**src/rtl/muldiv_hilo_unit_if.sv**
```systemverilog
// Execute-stage interface between the pipeline controller and the HI/LO multiply/divide unit.
interface muldiv_hilo_unit_if;
  localparam int unsigned DW = 32;
  localparam int unsigned OPW = 2;

  logic           start;
  logic [OPW-1:0] op;
  logic [DW-1:0]  a;
  logic [DW-1:0]  b;
  logic           mthi_en;
  logic           mtlo_en;
  logic [DW-1:0]  wdata;
  logic           busy;
  logic           done;
  logic [DW-1:0]  hi;
  logic [DW-1:0]  lo;

  // Controller side: issues operations and MTHI/MTLO, consumes HI/LO.
  modport master (
    output start, op, a, b, mthi_en, mtlo_en, wdata,
    input  busy, done, hi, lo
  );

  // Unit side.
  modport slave (
    input  start, op, a, b, mthi_en, mtlo_en, wdata,
    output busy, done, hi, lo
  );
endinterface

```
**src/rtl/muldiv_hilo_unit.sv**
```systemverilog
// Multi-cycle multiply/divide unit owning the architectural HI/LO registers.
// op: 00 MULTU, 01 MULT, 10 DIVU, 11 DIV. Iterative path takes 33 cycles.
// Optional build macro MULDIV_FAST_MULT_EN: single-cycle multiply (IDLE->FIX).
module muldiv_hilo_unit #(
  parameter logic [31:0] HILO_RESET = 32'h0000_0000,
  parameter logic [31:0] DIV0_QUOT  = 32'hFFFF_FFFF
) (
  input logic             clk,
  input logic             reset,
  muldiv_hilo_unit_if.slave bus
);
  localparam int unsigned DW  = 32;
  localparam int unsigned AW  = 2 * DW;
  localparam int unsigned CW  = 5;
  localparam logic [CW-1:0] LAST_ITER = CW'(DW - 1);

  typedef enum logic [1:0] {
    S_IDLE = 2'd0,
    S_RUN  = 2'd1,
    S_FIX  = 2'd2
  } state_e;

  state_e        state_q, state_d;
  logic [1:0]    op_q, op_d;
  logic          a_neg_q, a_neg_d;
  logic          b_neg_q, b_neg_d;
  logic [DW-1:0] a_abs_q, a_abs_d;
  logic [DW-1:0] b_abs_q, b_abs_d;
  logic [AW-1:0] acc_q, acc_d;
  logic [CW-1:0] cnt_q, cnt_d;
  logic [DW-1:0] hi_q, hi_d;
  logic [DW-1:0] lo_q, lo_d;
  logic          busy_q, busy_d;
  logic          done_q, done_d;

  // Operand magnitudes/signs as seen in IDLE; unsigned ops pass raw values.
  logic          in_signed_c;
  logic          in_a_neg_c, in_b_neg_c;
  logic [DW-1:0] in_a_abs_c, in_b_abs_c;

  // One iteration of each algorithm, and the sign-fixed results.
  logic [DW:0]   mul_sum_c;
  logic [AW-1:0] mul_next_c;
  logic [DW:0]   div_trial_c;
  logic          div_ge_c;
  logic [DW-1:0] div_rem_c;
  logic [AW-1:0] div_next_c;
  logic [AW-1:0] prod_fix_c;
  logic [DW-1:0] quot_fix_c, rem_fix_c, a_raw_c;

  // Operand conditioning at the issue point.
  always_comb begin
    in_signed_c = bus.op[0];
    in_a_neg_c  = in_signed_c & bus.a[DW-1];
    in_b_neg_c  = in_signed_c & bus.b[DW-1];
    in_a_abs_c  = in_a_neg_c ? DW'(~bus.a + DW'(1)) : bus.a;
    in_b_abs_c  = in_b_neg_c ? DW'(~bus.b + DW'(1)) : bus.b;
  end

  // Datapath step: shift-add multiply and restoring divide sharing one accumulator.
  always_comb begin
    mul_sum_c   = {1'b0, acc_q[AW-1:DW]} + (acc_q[0] ? {1'b0, a_abs_q} : (DW+1)'(0));
    mul_next_c  = {mul_sum_c, acc_q[DW-1:1]};
    div_trial_c = acc_q[AW-1:DW-1];
    div_ge_c    = (div_trial_c >= {1'b0, b_abs_q});
    div_rem_c   = div_ge_c ? DW'(div_trial_c - {1'b0, b_abs_q}) : div_trial_c[DW-1:0];
    div_next_c  = {div_rem_c, acc_q[DW-2:0], div_ge_c};
  end

  // Sign correction: product sign from operand signs, remainder follows the dividend.
  always_comb begin
    prod_fix_c = (a_neg_q ^ b_neg_q) ? AW'(~acc_q + AW'(1)) : acc_q;
    quot_fix_c = (a_neg_q ^ b_neg_q) ? DW'(~acc_q[DW-1:0] + DW'(1)) : acc_q[DW-1:0];
    rem_fix_c  = a_neg_q ? DW'(~acc_q[AW-1:DW] + DW'(1)) : acc_q[AW-1:DW];
    a_raw_c    = a_neg_q ? DW'(~a_abs_q + DW'(1)) : a_abs_q;
  end

  // Next-state and register-input logic.
  always_comb begin
    state_d = state_q;
    op_d    = op_q;
    a_neg_d = a_neg_q;
    b_neg_d = b_neg_q;
    a_abs_d = a_abs_q;
    b_abs_d = b_abs_q;
    acc_d   = acc_q;
    cnt_d   = cnt_q;
    hi_d    = hi_q;
    lo_d    = lo_q;
    done_d  = 1'b0;

    case (state_q)
      S_IDLE: begin
        if (bus.mthi_en) hi_d = bus.wdata;
        if (bus.mtlo_en) lo_d = bus.wdata;
        if (bus.start) begin
          op_d    = bus.op;
          a_neg_d = in_a_neg_c;
          b_neg_d = in_b_neg_c;
          a_abs_d = in_a_abs_c;
          b_abs_d = in_b_abs_c;
          cnt_d   = '0;
          // Multiply shifts the multiplier out of the low half; divide shifts the dividend.
          acc_d   = bus.op[1] ? {{DW{1'b0}}, in_a_abs_c} : {{DW{1'b0}}, in_b_abs_c};
          state_d = S_RUN;
`ifdef MULDIV_FAST_MULT_EN
          if (!bus.op[1]) begin
            acc_d   = AW'(in_a_abs_c) * AW'(in_b_abs_c);
            state_d = S_FIX;
          end
`endif
        end
      end

      S_RUN: begin
        acc_d = op_q[1] ? div_next_c : mul_next_c;
        cnt_d = cnt_q + CW'(1);
        if (cnt_q == LAST_ITER) state_d = S_FIX;
      end

      S_FIX: begin
        if (!op_q[1]) begin
          {hi_d, lo_d} = op_q[0] ? prod_fix_c : acc_q;
        end else if (b_abs_q == '0) begin
          lo_d = DIV0_QUOT;
          hi_d = a_raw_c;
        end else begin
          lo_d = quot_fix_c;
          hi_d = rem_fix_c;
        end
        done_d  = 1'b1;
        state_d = S_IDLE;
      end

      default: state_d = S_IDLE;
    endcase

    busy_d = (state_d != S_IDLE);
  end

  // State and datapath registers; reset discards any in-flight operation.
  always_ff @(posedge clk) begin
    if (reset) begin
      state_q <= S_IDLE;
      op_q    <= '0;
      a_neg_q <= 1'b0;
      b_neg_q <= 1'b0;
      a_abs_q <= '0;
      b_abs_q <= '0;
      acc_q   <= '0;
      cnt_q   <= '0;
      hi_q    <= HILO_RESET;
      lo_q    <= HILO_RESET;
      busy_q  <= 1'b0;
      done_q  <= 1'b0;
    end else begin
      state_q <= state_d;
      op_q    <= op_d;
      a_neg_q <= a_neg_d;
      b_neg_q <= b_neg_d;
      a_abs_q <= a_abs_d;
      b_abs_q <= b_abs_d;
      acc_q   <= acc_d;
      cnt_q   <= cnt_d;
      hi_q    <= hi_d;
      lo_q    <= lo_d;
      busy_q  <= busy_d;
      done_q  <= done_d;
    end
  end

  assign bus.busy = busy_q;
  assign bus.done = done_q;
  assign bus.hi   = hi_q;
  assign bus.lo   = lo_q;

endmodule

```
**src/flat_wrapper.sv**
```systemverilog
// flat-port wrapper written by rule: the top's interface ports become plain ports
module muldiv_hilo_unit_flat 
#(
  parameter logic [31:0] HILO_RESET = 32'h0000_0000,
  parameter logic [31:0] DIV0_QUOT  = 32'hFFFF_FFFF
)
  (clk, reset, bus_start, bus_op, bus_a, bus_b, bus_mthi_en, bus_mtlo_en, bus_wdata, bus_busy, bus_done, bus_hi, bus_lo);
  muldiv_hilo_unit_if bus_i ();
  input logic clk;
  input logic reset;
  input wire logic [$bits(bus_i.start)-1:0] bus_start;
  input wire logic [$bits(bus_i.op)-1:0] bus_op;
  input wire logic [$bits(bus_i.a)-1:0] bus_a;
  input wire logic [$bits(bus_i.b)-1:0] bus_b;
  input wire logic [$bits(bus_i.mthi_en)-1:0] bus_mthi_en;
  input wire logic [$bits(bus_i.mtlo_en)-1:0] bus_mtlo_en;
  input wire logic [$bits(bus_i.wdata)-1:0] bus_wdata;
  output wire logic [$bits(bus_i.busy)-1:0] bus_busy;
  output wire logic [$bits(bus_i.done)-1:0] bus_done;
  output wire logic [$bits(bus_i.hi)-1:0] bus_hi;
  output wire logic [$bits(bus_i.lo)-1:0] bus_lo;
  assign bus_i.start = bus_start;
  assign bus_i.op = bus_op;
  assign bus_i.a = bus_a;
  assign bus_i.b = bus_b;
  assign bus_i.mthi_en = bus_mthi_en;
  assign bus_i.mtlo_en = bus_mtlo_en;
  assign bus_i.wdata = bus_wdata;
  assign bus_busy = bus_i.busy;
  assign bus_done = bus_i.done;
  assign bus_hi = bus_i.hi;
  assign bus_lo = bus_i.lo;
  muldiv_hilo_unit #(.HILO_RESET(HILO_RESET), .DIV0_QUOT(DIV0_QUOT)) u_core (.clk(clk), .reset(reset), .bus(bus_i));
endmodule
```
**config.mk**
```make
export PLATFORM = sky130hd
export DESIGN_NAME = muldiv_hilo_unit_flat
export DESIGN_NICKNAME = d
export VERILOG_FILES = /design/src/rtl/muldiv_hilo_unit_if.sv /design/src/rtl/muldiv_hilo_unit.sv /design/src/flat_wrapper.sv
export SDC_FILE = /design/constraint.sdc
export NUM_CORES = 1
export LEC_CHECK = 0
export BUFFER_PORTS_ARGS = -buffer_cell sky130_fd_sc_hd__buf_2
export CAP_MARGIN = 10
export CORE_UTILIZATION = 42
export CTS_CLUSTER_DIAMETER = 60
export DETAILED_ROUTE_END_ITERATION = 10
export PLACE_DENSITY = 0.58
export SLEW_MARGIN = 20
export SYNTH_ARGS = -nofsm -noshare
export SYNTH_HDL_FRONTEND = slang
export SYNTH_SLANG_ARGS = --single-unit
export TNS_END_PERCENT = 50
```
**constraint.sdc**
```tcl
create_clock -name clk -period 6.8 [get_ports clk]
set_input_delay 0 -clock clk [delete_from_list [all_inputs] [get_ports clk]]
set_output_delay 0 -clock clk [all_outputs]
set_load 0.01 [all_outputs]
```
==> results of run 1 <==
[worst max-delay path by stage]
stage,from,endpoint,depth (start not counted)
2_1_floorplan,u_core.acc_q[0],u_core.acc_q[59],13
4_1_cts,u_core.acc_q[41],u_core.acc_q[49],10
6_report,u_core.acc_q[1],u_core.bus.hi[26],10
3_5_place_dp,u_core.acc_q[1],u_core.bus.hi[26],10
5_1_grt,u_core.acc_q[1],u_core.bus.hi[26],10
3_3_place_gp,u_core.acc_q[1],u_core.bus.hi[26],10
[routing by layer]
layer	wire [um]	GRT usage	up-vias
met1	30300	0.441	8900
met5	13	0	-
met2	31900	0.525	876
met4	3050	0.135	2
li1	-	-	8868
met3	6120	0.0676	162
[synthesized netlist by cell type (22+ instances only)]
cell	number	area, um2
ha_1	71	888
and2_1	42	263
dfxtp_1	205	4100
nor3_1	63	315
a222oi_1	22	220
nor4_1	30	188
o221ai_1	27	236
xnor2_1	104	911
xor2_1	80	701
mux2_2	24	270
clkbuf_1	158	593
nand2_1	223	837
o31ai_1	34	255
inv_1	57	214
o21ai_0	134	671
mux2i_1	35	350
a21oi_1	201	1010
nand3_1	41	205
a21o_1	34	255
a211oi_1	84	631
nor2_1	275	1030
[sequential cells by signal, summed over array words and instances (netlist names)]
name	cells
u_core.b_neg_q	1
u_core.b_abs_q	32
u_core.op_q	2
u_core.a_abs_q	32
u_core.state_q	2
u_core.bus.done	1
u_core.bus.hi	32
u_core.bus.lo	32
u_core.bus.busy	1
u_core.a_neg_q	1
u_core.acc_q	64
u_core.cnt_q	5
[area by class of cell]
| type | count | area, um2 | area share |
|---|---|---|---|
| inverter | 57 | 214 | 0.0106 |
| clock inverter | 15 | 184 | 0.00911 |
| clock buffer | 35 | 746 | 0.0369 |
| tap | 525 | 657 | 0.0325 |
| antenna | 2 | 5.00 | 0.000248 |
| sequential | 205 | 4110 | 0.203 |
| timing repair buffer | 298 | 2090 | 0.103 |
| multi-input combinational | 1880 | 12200 | 0.604 |
[logic make-up (layout without fill, tap and decap cells)]
group | Yosys count | after routing | synth area share
and+or+nand+nor | 827 | 827 | 0.230
AOI/OAI and AO/OA | 728 | 728 | 0.282
buffers and inverters | 242 | 405 | 0.0545
DFF | 205 | 205 | 0.238
xor gates and xnor gates | 184 | 184 | 0.0936
adders and majority gates | 73 | 73 | 0.0539
muxes | 68 | 68 | 0.0478
other | 0 | 2 | 0
[worst min-delay path, cell delays in order]
cell and delay [ns]:
buf_2 0.33, nand2_1 0.17, a21oi_1 0.07
[stage by stage]
stage	utilization	area [um2]	hold slack [ns]	setup slack [ns]	total power (W)
5_1_grt	0.504	20200	0.0555	2.71	0.00410
3_5_place_dp	0.454	18200	0.303	3.05	0.00240
2_1_floorplan	-	17200	0.136	3.65	0.00204
6_report	0.504	20200	0.0250	2.93	0.00395
4_1_cts	0.504	20200	0.00134	3.03	0.00394
3_3_place_gp	0.454	18200	0.297	3.06	0.00239
[power by group through the flow]
stage                     Sequential, W  Combinational [W]  Clock, W
after floorplan                 0.00137           0.000670         0
after global placement          0.00142           0.000972         0
after detailed placement        0.00142           0.000977         0
after CTS                       0.00140            0.00103   0.00151
after global routing            0.00141            0.00113   0.00156
final                           0.00141            0.00105   0.00150
==> impl_metrics.env, run 1 <==
export IMPL_power_density_nw_per_um2=196
export IMPL_track_usage=0.333
export IMPL_pwr_share_comb=0.266
export IMPL_root_buffer="clkbuf_16"
export IMPL_grt_start_max_net_pins=122
export IMPL_cts_setup_buffers=0
export IMPL_slowest_delay_ns=0.67
export IMPL_worst_pin_slew_ns=1.04
export IMPL_cpLargestDelayFamily="simple AND/OR/NAND/NOR gates"
export IMPL_hold_path_class="input pin to flop"
export IMPL_synth_seq_area_share=0.238
export IMPL_ff2ff_setup_slack_ns=2.93
export IMPL_worstHoldStart="bus_op[1]"
export IMPL_critPathBufInv=1
export IMPL_tns_ns=0
export IMPL_clock_power_share=0.379
export IMPL_clk_path_buf_depth=3
export IMPL_clock_skew_ns=0.0290
export IMPL_start_util=0.430
export IMPL_crit_path_top_delay_cell="or4b_2"
export IMPL_maxSlewHeadroom=0.309
export IMPL_worstHoldPathCells=3
export IMPL_hold_path_endpoint="u_core.op_q[1]"
export IMPL_fin_crit_sh=0.569
export IMPL_required_ns=7.21
export IMPL_avgViaCountPerCell=6.23
export IMPL_dr_first_iter_drc_count=2222
export IMPL_ios=169
export IMPL_p_seq_frac=0.355
export IMPL_nNetsFinal=2645
export IMPL_wl_per_cell_um=23.7
export IMPL_drc=0
export IMPL_maxSlewViolCount=0
export IMPL_nFillCells=3982
export IMPL_htree_levels=1
export IMPL_cts_sinks=205
export IMPL_fp_dieArea_um2=41800
export IMPL_dp_hpwl_mm=54.3
export IMPL_r2r_start="u_core.acc_q[1]"
export IMPL_final_cell_mix="273 x nor2_1, 223 x nand2_1, 203 x dfxtp_1"
export IMPL_switching_power_w=0.00138
export IMPL_vdd_ir_drop_max_uv=198
export IMPL_drv_cap=0
export IMPL_cp_max_fo=10
export IMPL_p_leak_nw=8.18
export IMPL_grt_pass1_wl_mm=106
export IMPL_area_growth_pct=17.3
export IMPL_rsz0062_at_grt="false"
export IMPL_drive_gt1_frac=0.124
export IMPL_gp_congestion=0.973
export IMPL_yosys_cell_types_count=85
export IMPL_hold_viol_final=0
export IMPL_syn_avg_cell_area_um2=7.40
export IMPL_crit_type="flop to flop"
export IMPL_core_region_area_um2=40100
export IMPL_worstPathArrival_ns=4.28
export IMPL_dpl_cell_count=2860
export IMPL_grt_pass1_vias=17399
export IMPL_final_cells=3017
export IMPL_yosys_warnings=0
export IMPL_cts_resized=0
export IMPL_path_cells="inv_1 -> ha_1 -> or4b_2 -> nor2_1 -> nand4_1 -> nor3_1 -> a21oi_1 -> xnor2_1 -> o211ai_1 -> o21ai_0"
export IMPL_clk_latency_ns=0.59
export IMPL_period_needed_ns=3.87
export IMPL_die_w_um=205
export IMPL_mostFrequentLayoutCell="nor2_1"
export IMPL_clk_pin_slew_worst_paths_ns=0.06
export IMPL_setup_violations=0
export IMPL_setup_worst_path_start_class="flop"
export IMPL_synth_ff_type="dfxtp_1"
export IMPL_gr_total_overflow=0
export IMPL_antenna_found_initial=1
export IMPL_timing_rr_end="u_core.bus.hi[26]"
export IMPL_final_antenna_net_count=0
export IMPL_outcome="finished, final reports clean"
export IMPL_portBuffers=168
export IMPL_chipHeight_um=205
export IMPL_cts_tree="built"
export IMPL_wirelength_mm=71.4
export IMPL_cts_hold_buf=105
export IMPL_rows=73
export IMPL_fmax_ghz=0.258
export IMPL_crit_path_end_kind="flop"
export IMPL_synth_area_um2=17200
export IMPL_switching_share=0.350
export IMPL_synthCells=2327
export IMPL_p_int_w=0.00257
export IMPL_reg2regPathDepth=10
export IMPL_synth_edf_count=0
export IMPL_via_count=18808
export IMPL_ys_async_sr_fraction=0
export IMPL_firstDrtPassIters=6
export IMPL_cts_inserted_buffers=27
export IMPL_ys_ff_latch=205
export IMPL_synth_nets=2503
(Power assumes the default switching activity.)
==> run 2, diff against run 1 <==
--- a/config.mk
+++ b/config.mk
@@ -10,7 +10,7 @@
 export CORE_UTILIZATION = 42
 export CTS_CLUSTER_DIAMETER = 60
 export DETAILED_ROUTE_END_ITERATION = 10
-export PLACE_DENSITY = 0.58
+export PLACE_DENSITY = 0.6
 export SLEW_MARGIN = 20
 export SYNTH_ARGS = -nofsm -noshare
 export SYNTH_HDL_FRONTEND = slang
==> constraint.sdc (replaced) <==
create_clock -name clk -period 3.4 [get_ports clk]
set_input_delay 0 -clock clk [delete_from_list [all_inputs] [get_ports clk]]
set_output_delay 0 -clock clk [all_outputs]
set_load 0.01 [all_outputs]
==> run 2 against run 1 <==
  * Sequential cell count did not move
  * Final cell count is 3.5% higher
  * Critical path depth is 2 higher
  * Sequential share of layout area shrank 0.86 points
  * Die area stayed put
  * Worst setup slack lost 2.8 ns
  * Critical path type is now input pin to flop
  * First-iteration DRC count fell by 12%
  * Utilization is 2.2 points higher
  * Via count up 3.0%
==> impl_metrics.env, run 2 (same netlist as run 1, synthesis figures left out) <==
export IMPL_outcome="finished, final reports clean"
export IMPL_htree_levels=1
export IMPL_pwr_share_comb=0.289
export IMPL_cts_sinks=205
export IMPL_cts_tree="built"
export IMPL_ios=169
export IMPL_switching_share=0.352
export IMPL_rsz0062_at_grt="true"
export IMPL_die_w_um=205
export IMPL_start_util=0.430
export IMPL_grt_pass1_wl_mm=109
export IMPL_wirelength_mm=74.1
export IMPL_setup_worst_path_start_class="input pin"
export IMPL_portBuffers=168
export IMPL_p_int_w=0.00521
export IMPL_rows=73
export IMPL_required_ns=3.90
export IMPL_drive_gt1_frac=0.165
export IMPL_clk_latency_ns=0.57
export IMPL_p_leak_nw=8.74
export IMPL_fin_crit_sh=0.963
export IMPL_nNetsFinal=2751
export IMPL_final_cell_mix="273 x nor2_1, 223 x nand2_1, 203 x dfxtp_1"
export IMPL_antenna_found_initial=2
export IMPL_gp_congestion=0.988
export IMPL_wl_per_cell_um=23.7
export IMPL_core_region_area_um2=40100
export IMPL_dr_first_iter_drc_count=1963
export IMPL_final_antenna_net_count=0
export IMPL_worstPathArrival_ns=3.77
export IMPL_worst_pin_slew_ns=1.04
export IMPL_drc=0
export IMPL_clock_skew_ns=0.0167
export IMPL_multi_input_area_um2=12300
export IMPL_grt_start_max_net_pins=95
export IMPL_crit_path_end_kind="flop"
export IMPL_largest_reg_flops=64
export IMPL_hold_viol_final=0
export IMPL_dp_hpwl_mm=57.7
export IMPL_avgViaCountPerCell=6.20
export IMPL_grt_pass1_vias=18178
export IMPL_root_buffer="clkbuf_16"
export IMPL_cp_max_fo=5
export IMPL_gr_total_overflow=0
export IMPL_clk_pin_slew_worst_paths_ns=0.06
export IMPL_crit_type="input pin to flop"
export IMPL_setup_violations=0
export IMPL_fp_dieArea_um2=41800
export IMPL_drv_cap=0
export IMPL_firstDrtPassIters=7
export IMPL_via_count=19366
export IMPL_slowest_delay_ns=0.73
export IMPL_final_util=0.526
export IMPL_cts_inserted_buffers=28
export IMPL_ff_latch_area_um2=4110
export IMPL_maxSlewHeadroom=0.306
export IMPL_period_needed_ns=3.28
export IMPL_clock_power_share=0.370
export IMPL_hold_path_class="input pin to flop"
export IMPL_total_power_w=0.00804
export IMPL_vdd_ir_drop_max_uv=407
export IMPL_mostFrequentLayoutCell="nor2_1"
export IMPL_clk_path_buf_depth=3
export IMPL_maxSlewViolCount=0
export IMPL_nFillCells=3926
export IMPL_track_usage=0.346
export IMPL_power_density_nw_per_um2=381
export IMPL_largest_register="u_core.acc_q"
export IMPL_crit_path_top_delay_cell="or4b_2"
export IMPL_area_growth_pct=22.4
export IMPL_path_cells="dlygate4sd3_1 -> buf_2 -> or4_4 -> or4b_2 -> nor3_4 -> nand2_1 -> o31ai_1 -> nand2_1 -> dlygate4sd3_1 -> nor2_1 -> a21oi_1 -> nor2_1"
export IMPL_tns_ns=0
export IMPL_switching_power_w=0.00283
export IMPL_p_seq_frac=0.340
export IMPL_fmax_ghz=0.305
export IMPL_cts_setup_buffers=0
export IMPL_chipHeight_um=205
## run 2: changes by cell type in the layout (fill, tap and decap cells not counted), sizes merged, moves of 2 or more
cell	change
clkinv	-4
buf	+110
clkinvlp	-2
clkbuf	+7
dlygate4sd3	-5
bufinv	-2
inv	+3
## run 2: metal layers
metal  global-route usage  share of wire  vias to the layer above
li1                     -              -                     9067
met1                0.462           0.43                     9273
met2                0.553           0.45                      863
met3               0.0585          0.083                      161
met4                0.128          0.039                        2
met5               0.0155         0.0012                        -
## run 2: layout make-up
| cell class | instances | area share |
|---|---|---|
| clock inverters | 10 | 0.00570 |
| inverters | 57 | 0.0101 |
| well taps | 525 | 0.0311 |
| flip-flops and latches | 205 | 0.195 |
| multi-input cells | 1880 | 0.582 |
| clock buffers | 42 | 0.0386 |
| repair buffers | 403 | 0.138 |
| diodes | 1 | 0.000119 |
## run 2: power by group through the flow
stage / combinational, W / clock, W / sequential [W]
2_1_floorplan: 0.00134 / 0 / 0.00273
3_3_place_gp: 0.00215 / 0 / 0.00277
3_5_place_dp: 0.00216 / 0 / 0.00278
4_1_cts: 0.00226 / 0.00300 / 0.00273
5_1_grt: 0.00250 / 0.00310 / 0.00275
6_report: 0.00232 / 0.00298 / 0.00274
## run 2: critical path, delay by kind of cell
kind	cells	cell delay, ns
AOI/OAI and AO/OA	2	0.38
buffers and inverters	3	1.33
and+or+nand+nor	7	2.07
## run 2: per-stage QoR
stage	worst slack, ns	area, um2	hold slack [ns]	instances
3_5_place_dp	0.00692	19100	0.296	2970
6_report	0.125	21100	0.00395	3123
5_1_grt	-0.0306	21100	0.0387	3122
2_1_floorplan	0.250	17200	0.136	2327
4_1_cts	0.0228	21000	0.00149	3122
3_3_place_gp	0.0964	19100	0.298	2970
## run 2: path summary, 6_finish.rpt
check / cells after the start / slack (ns) / start / to
setup / recovery: 12 / 0.12 / bus_b[0] / u_core.b_abs_q[31]
hold / removal: 5 / 0.004 / bus_b[11] / u_core.b_abs_q[12]
setup reg to reg: 11 / 0.13 / u_core.b_abs_q[11] / u_core.acc_q[62]
hold reg to reg: 2 / 0.45 / u_core.bus.lo[16] / u_core.bus.lo[16]
## run 2: repair_timing
action | CTS | global route
pin swaps | 0 | 3
resized for setup | 1 | 15
hold buffers | 100 | 0
setup endpoints to repair | 1 | 24
hold endpoints to repair | 132 | 0
==> run 3, diff against run 2 <==
--- a/config.mk
+++ b/config.mk
@@ -10,7 +10,7 @@
 export CORE_UTILIZATION = 42
 export CTS_CLUSTER_DIAMETER = 60
 export DETAILED_ROUTE_END_ITERATION = 10
-export PLACE_DENSITY = 0.6
+export PLACE_DENSITY = 0.58
 export SLEW_MARGIN = 20
 export SYNTH_ARGS = -nofsm -noshare
 export SYNTH_HDL_FRONTEND = slang
==> constraint.sdc (replaced) <==
create_clock -name clk -period 3.2 [get_ports clk]
set_input_delay 0 -clock clk [delete_from_list [all_inputs] [get_ports clk]]
set_output_delay 0 -clock clk [all_outputs]
set_load 0.01 [all_outputs]
==> run 3 against run 2 <==
  * Die area unchanged
  * Utilization increased by 2.4 points
  * Sequential share of layout area decreased by 0.83 points
  * Clock-buffer cell count decreased by 2
  * Wire length increased by 2.2%
  * Power increased by 13%
  * Global-route usage increased by 0.81 points
  * Critical path type is now flop to flop
  * Critical endpoint is now u_core.acc_q[62]
  * Largest cell class unchanged
==> impl_metrics.env, run 3 (same netlist as run 1, synthesis figures left out) <==
export IMPL_outcome="finished, final reports clean"
export IMPL_maxSlewHeadroom=0.404
export IMPL_hold_path_endpoint="u_core.a_abs_q[28]"
export IMPL_avgViaCountPerCell=6.15
export IMPL_grt_pass1_wl_mm=113
export IMPL_crit_type="flop to flop"
export IMPL_portBuffers=168
export IMPL_power_density_nw_per_um2=411
export IMPL_cpLargestDelayFamily="simple AND/OR/NAND/NOR gates"
export IMPL_rows=73
export IMPL_worstHoldStart="bus_a[27]"
export IMPL_final_antenna_net_count=0
export IMPL_multi_input_area_um2=12400
export IMPL_tns_ns=0
export IMPL_r2r_start="u_core.b_abs_q[6]"
export IMPL_drc=0
export IMPL_clk_latency_ns=0.59
export IMPL_slowest_delay_ns=0.41
export IMPL_drive_gt1_frac=0.200
export IMPL_ff_latch_area_um2=4110
export IMPL_core_region_area_um2=40100
export IMPL_hold_viol_final=0
export IMPL_stdcell_area_um2=22000
export IMPL_firstDrtPassIters=7
export IMPL_worstPathArrival_ns=3.57
export IMPL_clk_path_buf_depth=3
export IMPL_wirelength_mm=75.7
export IMPL_gr_total_overflow=0
export IMPL_dr_first_iter_drc_count=1904
export IMPL_n_antenna_cell=0
export IMPL_rsz0062_at_grt="true"
export IMPL_gp_congestion=0.982
export IMPL_via_count=19728
export IMPL_timing_rr_end="u_core.acc_q[62]"
export IMPL_drv_cap=0
export IMPL_root_buffer="clkbuf_16"
export IMPL_chipHeight_um=205
export IMPL_maxSlewViolCount=0
export IMPL_worstHoldPathCells=6
export IMPL_p_leak_nw=9.30
export IMPL_start_util=0.430
export IMPL_nNetsFinal=2838
export IMPL_fin_crit_sh=0.980
export IMPL_finalHoldWorstSlack_ns=0.0170
export IMPL_grt_pass1_vias=18440
export IMPL_hold_path_class="input pin to flop"
export IMPL_critPathBufInv=2
export IMPL_fp_dieArea_um2=41800
export IMPL_reg2regPathDepth=12
export IMPL_cts_inserted_buffers=30
export IMPL_htree_levels=1
export IMPL_crit_path_end_kind="flop"
export IMPL_area_growth_pct=28.0
export IMPL_final_util=0.550
export IMPL_period_needed_ns=3.14
export IMPL_clock_skew_ns=0.0148
export IMPL_ios=169
export IMPL_largest_reg_flops=64
export IMPL_antenna_found_initial=1
export IMPL_cts_tree="built"
export IMPL_path_cells="inv_1 -> ha_1 -> and4_4 -> nor4bb_4 -> buf_4 -> nand3_1 -> o21ai_2 -> nor4_2 -> or3_4 -> a2111o_1 -> a32oi_1 -> a311oi_1"
export IMPL_mostFrequentLayoutCell="nor2_1"
export IMPL_fmax_ghz=0.319
export IMPL_vdd_ir_drop_max_uv=374
export IMPL_nFillCells=3872
export IMPL_cts_sinks=205
export IMPL_clk_pin_slew_worst_paths_ns=0.06
export IMPL_ff2ff_setup_slack_ns=0.06
export IMPL_required_ns=3.63
export IMPL_total_power_w=0.00906
export IMPL_final_cell_mix="273 x nor2_1, 223 x nand2_1, 205 x buf_4"
export IMPL_worst_pin_slew_ns=0.894
export IMPL_cp_max_fo=5
export IMPL_wl_per_cell_um=23.6
export IMPL_crit_path_top_delay_cell="dfxtp_1"
export IMPL_largest_register="u_core.acc_q"
export IMPL_dp_hpwl_mm=58.9
export IMPL_track_usage=0.354
export IMPL_placed_area_um2=19600
export IMPL_setup_worst_path_start_class="flop"
export IMPL_grt_start_max_net_pins=78
export IMPL_die_w_um=205
export IMPL_setup_violations=0
## run 3: final cells by class
| type | count | share of cell area |
|---|---|---|
| inverter | 57 | 0.00970 |
| sequential | 205 | 0.186 |
| clock buffer | 40 | 0.0380 |
| tap | 525 | 0.0298 |
| timing repair buffer | 488 | 0.163 |
| clock inverter | 14 | 0.00976 |
| multi-input combinational | 1880 | 0.563 |
## run 3: what timing repair did
action	in CTS	in global routing
setup endpoints to repair	4	49
setup buffers	0	5
hold buffers	109	0
hold endpoints to repair	133	0
gates resized for setup	4	52
pin swaps	0	10
## run 3: metal layers
metal	track usage	share of wire	vias to the layer above
met4	0.127	0.040	2
li1	-	-	9235
met1	0.484	0.43	9435
met3	0.0501	0.079	165
met5	0	0.00016	-
met2	0.562	0.45	891
## run 3: stage by stage
step           std cells  worst slack [ns]
5_1_grt             3209            -0.136
3_3_place_gp        3041            -0.300
6_report            3209            0.0631
4_1_cts             3204           -0.0147
2_1_floorplan       2327            0.0501
3_5_place_dp        3041            -0.289
## run 3: worst register-to-register path, delay by kind of cell, from the launching register on
family / cells / cell delay [ns]
flops: 1 / 0.41
simple gates: 5 / 1.06
compound gates: 4 / 0.87
fa+ha+maj: 1 / 0.38
buf+inv: 2 / 0.24
## run 3: power by group
part           internal [W]  total [W]  switching (W)
Sequential          0.00272    0.00289       0.000176
Combinational       0.00107    0.00265        0.00158
Clock               0.00212    0.00352        0.00140
## run 3: worst max-delay path by stage
stage / start / to / depth (start not counted)
floorplan: u_core.acc_q[0] / u_core.acc_q[59] / 13
global placement: u_core.acc_q[50] / u_core.bus.hi[25] / 9
detailed placement: u_core.acc_q[50] / u_core.bus.hi[25] / 9
CTS: u_core.b_abs_q[4] / u_core.acc_q[62] / 11
global route: u_core.b_abs_q[22] / u_core.acc_q[60] / 13
finish: u_core.b_abs_q[6] / u_core.acc_q[62] / 12
